`src/rtl/spu_result_pipe.sv`:
```
// spu_result_pipe: per-lane latency-aligned result staging with register
// busy/forwarding lookups, global flush and registered error pulses.
module spu_result_pipe #(
  parameter int LANES  = 2,
  parameter int DEPTH  = 7,
  parameter int DATA_W = 128,
  parameter int REG_W  = 7,
  parameter int UNIT_W = 3,
  parameter int LAT_W  = 3,
  parameter int NQ     = 3
) (
  input  logic                    clk,
  input  logic                    rst_n,
  input  logic [LANES-1:0]        in_we_i,
  input  logic [LANES*DATA_W-1:0] in_result_i,
  input  logic [LANES*REG_W-1:0]  in_rt_i,
  input  logic [LANES*UNIT_W-1:0] in_unit_i,
  input  logic [LANES*LAT_W-1:0]  in_lat_i,
  input  logic                    flush_i,
  output logic [LANES-1:0]        wb_we_o,
  output logic [LANES*DATA_W-1:0] wb_result_o,
  output logic [LANES*REG_W-1:0]  wb_rt_o,
  output logic [LANES*UNIT_W-1:0] wb_unit_o,
  input  logic [NQ*REG_W-1:0]     q_rt_i,
  output logic [NQ-1:0]           q_busy_o,
  output logic [NQ-1:0]           q_hit_o,
  output logic [NQ*DATA_W-1:0]    q_data_o,
  output logic                    lat_err_o,
  output logic                    col_err_o
);
  logic [LANES-1:0]    ill, col;
  logic [LANES*NQ-1:0] busy_f, hit_f;
  logic                lat_err_q, lat_err_d, col_err_q, col_err_d;

  for (genvar i = 0; i < LANES; i++) begin : g_lane
    logic [DEPTH-1:0]  vld_q, vld_d, ins;
    logic [DATA_W-1:0] res_q [DEPTH];
    logic [DATA_W-1:0] res_d [DEPTH];
    logic [REG_W-1:0]  rt_q [DEPTH];
    logic [REG_W-1:0]  rt_d [DEPTH];
    logic [UNIT_W-1:0] unit_q [DEPTH];
    logic [UNIT_W-1:0] unit_d [DEPTH];
    logic [LAT_W-1:0]  lat;
    logic              legal;
    logic [NQ-1:0]     busy, hit;
    assign lat    = in_lat_i[i*LAT_W +: LAT_W];
    assign legal  = in_we_i[i] && lat != '0 && int'(lat) <= DEPTH;
    assign ill[i] = in_we_i[i] && !legal;
    // an insert at stage s overwrites whatever is shifting in from s-1
    assign col[i] = |(ins[DEPTH-1:1] & vld_q[DEPTH-2:0]);
    always_comb begin
      for (int k = 0; k < DEPTH; k++) ins[k] = legal && int'(lat) == DEPTH - k;
      vld_d = flush_i ? '0 : {vld_q[DEPTH-2:0], 1'b0} | ins;
      for (int k = 0; k < DEPTH; k++) begin
        res_d[k]  = ins[k] ? in_result_i[i*DATA_W +: DATA_W] : res_q[k == 0 ? 0 : k-1];
        rt_d[k]   = ins[k] ? in_rt_i[i*REG_W +: REG_W] : rt_q[k == 0 ? 0 : k-1];
        unit_d[k] = ins[k] ? in_unit_i[i*UNIT_W +: UNIT_W] : unit_q[k == 0 ? 0 : k-1];
      end
    end
    always_ff @(posedge clk or negedge rst_n) begin
      if (!rst_n) begin
        vld_q  <= '0;
        res_q  <= '{default: '0};
        rt_q   <= '{default: '0};
        unit_q <= '{default: '0};
      end else begin
        vld_q  <= vld_d;
        res_q  <= res_d;
        rt_q   <= rt_d;
        unit_q <= unit_d;
      end
    end
    always_comb begin
      busy = '0;
      for (int q = 0; q < NQ; q++) begin
        for (int k = 0; k < DEPTH; k++)
          if (vld_q[k] && rt_q[k] == q_rt_i[q*REG_W +: REG_W]) busy[q] = 1'b1;
        hit[q] = vld_q[DEPTH-1] && rt_q[DEPTH-1] == q_rt_i[q*REG_W +: REG_W];
      end
    end
    assign busy_f[i*NQ +: NQ]               = busy;
    assign hit_f[i*NQ +: NQ]                = hit;
    assign wb_we_o[i]                       = vld_q[DEPTH-1];
    assign wb_result_o[i*DATA_W +: DATA_W]  = res_q[DEPTH-1];
    assign wb_rt_o[i*REG_W +: REG_W]        = rt_q[DEPTH-1];
    assign wb_unit_o[i*UNIT_W +: UNIT_W]    = unit_q[DEPTH-1];
  end

  // later lanes overwrite earlier ones, so the highest hitting lane forwards
  always_comb begin
    lat_err_d = !flush_i && |ill;
    col_err_d = !flush_i && |col;
    q_busy_o  = '0;
    q_hit_o   = '0;
    q_data_o  = '0;
    for (int i = 0; i < LANES; i++)
      for (int q = 0; q < NQ; q++) begin
        q_busy_o[q] = q_busy_o[q] | busy_f[i*NQ+q];
        if (hit_f[i*NQ+q]) begin
          q_hit_o[q]                   = 1'b1;
          q_data_o[q*DATA_W +: DATA_W] = wb_result_o[i*DATA_W +: DATA_W];
        end
      end
  end

  always_ff @(posedge clk or negedge rst_n) begin
    if (!rst_n) begin
      lat_err_q <= 1'b0;
      col_err_q <= 1'b0;
    end else begin
      lat_err_q <= lat_err_d;
      col_err_q <= col_err_d;
    end
  end

  assign lat_err_o = lat_err_q;
  assign col_err_o = col_err_q;
endmodule

```
`config.mk`:
```
export PLATFORM = sky130hd
export DESIGN_NAME = spu_result_pipe
export DESIGN_NICKNAME = d
export VERILOG_FILES = /design/src/rtl/spu_result_pipe.sv
export SDC_FILE = /design/constraint.sdc
export NUM_CORES = 2
export LEC_CHECK = 0
export CAP_MARGIN = 20
export CORE_MARGIN = 5
export CORE_UTILIZATION = 25
export DETAILED_ROUTE_END_ITERATION = 12
export GPL_ROUTABILITY_DRIVEN = 1
export HOLD_SLACK_MARGIN = 0.15
export PLACE_DENSITY_LB_ADDON = 0.25
export SKIP_CTS_REPAIR_TIMING = 1
export SLEW_MARGIN = 25
export SYNTH_ARGS = -nofsm -noshare
export SYNTH_HDL_FRONTEND = slang
export SYNTH_SLANG_ARGS = --single-unit
```
`constraint.sdc`:
```
create_clock -name clk -period 4.9 [get_ports clk]
set_clock_uncertainty 0.1 [all_clocks]
set_input_delay 0.98 -clock clk [delete_from_list [all_inputs] [get_ports clk]]
set_output_delay 0.98 -clock clk [all_outputs]
set_load 0.02 [all_outputs]
```
Word level (Yosys, flattened, before mapping)
Cells that the tools add are included.
{"block": "word_totals", "register_bits": 1948, "inputBits": 308, "out_inout_bits": 670, "wordCells": 270}
{"block": "op_classes", "n_eq_ne": 56, "muxes": 92, "bitwise_logic": 7, "n_reduce_logical": 69}
{"operator": "128-bit two-way mux", "count": 18}
{"operator": "7-bit equality test", "count": 42}
{"operator": "7-bit two-way mux", "count": 14}
{"operator": "1-bit logical AND", "count": 62}
{"operator": "1-bit two-way mux", "count": 48}
{"operator": "3-bit two-way mux", "count": 12}
{"operator": "3-bit equality test (second input constant)", "count": 8}
{"operator": "7-bit bitwise OR", "count": 2}
{"operator": "6-bit AND", "count": 2}
{"operator": "3-bit by 2-bit equality test with 1-bit output (second input constant)", "count": 4}
{"operator": "12-bit OR reduction", "count": 1}
{"operator": "3-bit by 1-bit equality test with 1-bit output (second input constant)", "count": 2}
{"operator": "3-bit nonzero test", "count": 2}
{"operator": "1-bit logical NOT", "count": 3}
{"operator": "1-bit bitwise OR", "count": 3}
{"operator": "2-bit OR reduction", "count": 1}

Longest topological paths before layout
{"block": "depth", "depth_word": 10, "mapped_depth": 10, "mapped_depth_nobuf": 5}

Worst setup path before layout
Ideal clock, no wire load.
{"block": "synth_timing", "path_type": "in2out", "from": "input port q_rt_i[0]", "to": "output port q_data_o[107]", "arrival_ns": 2.502, "t_required_ns": 3.820, "setup_slack_ns": 1.318, "stages": 8, "n_path_buf": 3, "cell_sequence": "buf_4 -> xnor2_1 -> nand4_1 -> nor2_1 -> buf_2 -> clkbuf_1 -> nand2_1 -> o21ai_0"}
{"block": "synth_between", "elab_chain_cells": 4, "word_cells_on_any_way": 6, "cone_classes": "2 x eq/ne; 2 x mux; 2 x reduce/logical"}
{"item": "from (decl)", "line": "24", "source": "input logic [NQ*REG_W-1:0] q_rt_i,"}
{"item": "7-bit equality test", "line": "78", "source": "hit[q] = vld_q[DEPTH-1] && rt_q[DEPTH-1] == q_rt_i[q*REG_W +: REG_W];"}
{"item": "1-bit logical AND", "line": "78"}
{"item": "128-bit two-way mux", "line": "99", "source": "if (hit_f[i*NQ+q]) begin"}
{"item": "128-bit two-way mux *", "line": "99"}
{"item": "to (decl)", "line": "27", "source": "output logic [NQ*DATA_W-1:0] q_data_o,"}
Mark *: on every way between the ends. The rest lies on a longest branch, timed or not.

Worst setup path after layout
{"block": "layout_timing", "from": "input port q_rt_i[5]", "to": "output port q_data_o[32]"}
The elaborated chain is that of the path after synthesis.

==> impl_metrics.env <==
export IMPL_via_per_inst=4.45
export IMPL_start_util_pct=25.1
export IMPL_yosys_area_top_type="dfrtp_1"
export IMPL_wl_per_cell_um=24.8
export IMPL_layout_drive_gt1_share_pct=34.9
export IMPL_synth_edf_count=0
export IMPL_cts_max_path_buffers=4
export IMPL_synth_compound_area_share_pct=3.55
export IMPL_cp_data_required_time_ps=3820
export IMPL_drc=0
export IMPL_dr_pass1_iters=6
export IMPL_cts_max_level=4
export IMPL_yosys_cell_count_top_type="dfrtp_1"
export IMPL_grt_max_degree=159
export IMPL_ys_seq_elements=1948
export IMPL_hp_class="register to register"
export IMPL_syn_inst=5994
export IMPL_worst_pin_slew_ps=1020
export IMPL_ant_nets=0
export IMPL_wirelength_mm=280
export IMPL_setup_tns_ps=0
export IMPL_path_clk_slew_ps=60
export IMPL_synth_simple_area_share_pct=4.50
export IMPL_yosysWarnings=0
export IMPL_die_y_um=583
export IMPL_synth_main_ff_cell="dfrtp_1"
export IMPL_rows=210
export IMPL_fillCellCount=32500
export IMPL_portBuffers=977
export IMPL_synth_fp_nets=6302
export IMPL_fp_dieArea_mm2=0.340
export IMPL_synth_async_reset_ratio_pct=100
export IMPL_fp_coreArea_mm2=0.327
export IMPL_end_kind="output port"
export IMPL_synth_area_mm2=0.0822
export IMPL_nets=7075
export IMPL_synthMuxAreaShare_pct=24.6
export IMPL_status="finished clean"
export IMPL_dieWidth_um=583
export IMPL_critPathArrivalTime_ps=3730
export IMPL_grt_pass1_wl_mm=405
export IMPL_critPathLaunchType="primary input"
export IMPL_worstSkewPairLatency_ps=870
export IMPL_gr_total_overflow=0
export IMPL_drv_cap=0
export IMPL_critical_path_class="primary input to output port"
export IMPL_yosysTopAreaCellShare_pct=59.3
export IMPL_synth_top_family_by_area="multiplexers"
export IMPL_multi_input_area_mm2=0.0295
export IMPL_hold_viol=0
export IMPL_dp_hpwl_mm=196
export IMPL_rsz0062_at_grt="false"
export IMPL_drt_initial_drc_count=3052
export IMPL_ys_types=42
export IMPL_finalCritPeriodShare_pct=98.2
export IMPL_cts_root_buf="clkbuf_16"
export IMPL_cts_buffers_inserted=220
export IMPL_fin_area_mm2=0.104
export IMPL_grt_pass1_vias=53700
export IMPL_relSlewSlack_pct=31.6
export IMPL_vias=50300
export IMPL_globalplace_congestion=0.873
export IMPL_regArea_mm2=0.0487
export IMPL_antenna_found_initial=88
export IMPL_syn_area_per_cell_um2=13.7
export IMPL_setup_viol=0
export IMPL_fmax_mhz=208
export IMPL_stdcell_count=11300
export IMPL_place_area_mm2=0.0963
export IMPL_vdd_drop_max_mv=0.273
export IMPL_cts_tree="done"
export IMPL_globalRouteTotalUtil_pct=16.1
export IMPL_finalWorstPathRequiredPeriod_ps=4810
export IMPL_cts_sinks=1948
export IMPL_p_leak_nw=43.5
export IMPL_power_mw=45.9
export IMPL_cp_max_fo=15
export IMPL_pin_count=978
export IMPL_seq_area_frac_synth_pct=59.3
export IMPL_dp_cells=10900
export IMPL_synth_xor_area_share_pct=3.13
export IMPL_synthTopCellsByArea="dfrtp_1, mux2_2, nand2_1, buf_4, a22o_1"
export IMPL_synthAdderAreaFrac_pct=0
export IMPL_final_util_pct=31.7
export IMPL_synth_commonest_cells="dfrtp_1, mux2_2, nand2_1"
export IMPL_power_density_mw_per_mm2=442
export IMPL_syn_to_final_growth_pct=26.3
export IMPL_finalMaxSlewViolations=0
[state kept, by name, summed over array words and instances, names as in the netlist]
| name | count |
|---|---|
| wb_unit_o | 6 |
| col_err_o | 1 |
| g_lane.vld_q | 14 |
| lat_err_o | 1 |
| wb_rt_o | 14 |
| g_lane.unit_q | 36 |
| wb_result_o | 256 |
| g_lane.res_q | 1536 |
| g_lane.rt_q | 84 |
[layout by cell type, fill, tap and decap left out, drive strengths merged, types with 3 or more instances in the layout]
cell type / instances
dfrtp: 1948
mux2: 1794
clkdlybuf4s50: 909
nand2: 723
clkbuf: 309
buf: 286
a22o: 231
o21ai: 155
xor2: 153
xnor2: 141
nand4: 64
nor2: 55
clkinv: 44
nor4: 29
diode: 24
bufinv: 18
inv: 18
a21oi: 8
clkinvlp: 7
dlymetal6s2s: 7
nor3: 4
or2: 4
and3: 3
[kinds of logic (layout without fill, tap and decap cells)]
logic type             after synthesis  in the layout
AO/OA/AOI/OAI                      404            404
XOR/XNOR                           294            294
buffers and inverters              659           1599
flip-flops                        1948           1948
multiplexers                      1794           1794
other                                0             24
AND/OR/NAND/NOR                    895            895
[worst max-delay path, cell delays in order]
cell,delay [ps]
clkdlybuf4s50_1,620
xnor2_1,160
nand4_1,180
nor2_4,190
buf_12,200
buf_4,250
nand2_1,70
o21ai_0,300
clkdlybuf4s50_1,690
[worst paths after layout]
path	startpoint	endpoint	slack (ps)	cells past startpoint
hold / removal	g_lane[0].res_q[762]	g_lane[0].res_q[634]	330	2
min in group asynchronous	rst_n	g_lane[1].res_q[780]	700	2
setup / recovery	q_rt_i[5]	q_data_o[32]	90	9
max in group asynchronous	rst_n	g_lane[1].res_q[333]	2570	4
setup reg to reg	g_lane[1].vld_q[2]	col_err_o	3220	4
hold reg to reg	g_lane[0].res_q[762]	g_lane[0].res_q[634]	330	2
[stage by stage]
stage	setup WS, ps	hold WS, ps
global placement	-13.4	323
CTS	-83.0	6.82
floorplan	1320	321
global route	3.98	357
detailed placement	-51.8	328
finish	87.9	328
[power by group]
group / internal [mW] / switching (mW) / total, mW
clock: 9.99 / 6.80 / 16.8
sequential: 19.5 / 2.36 / 21.9
combinational: 4.04 / 3.15 / 7.19
total: 33.6 / 12.3 / 45.9
[per-layer routing]
| metal | routed length [um] | vias up | track usage [%] |
|---|---|---|---|
| met5 | 169 | - | 0 |
| met4 | 7670 | 28 | 3.91 |
| met3 | 15200 | 469 | 3.43 |
| met2 | 130000 | 1289 | 26.0 |
| met1 | 127000 | 26600 | 22.0 |
| li1 | - | 22000 | - |
[cell type report]
class                   count  share of cell area [%]
multi-input cells        3387                    28.4
repair buffers           1203                    12.2
clock inverters            80                    1.01
clock buffers             309                    6.12
well taps                4346                    5.24
inverters                   7                  0.0253
diodes                     24                  0.0579
flip-flops and latches   1948                    47.0
Note: power is estimated with default switching activity, not from simulation.
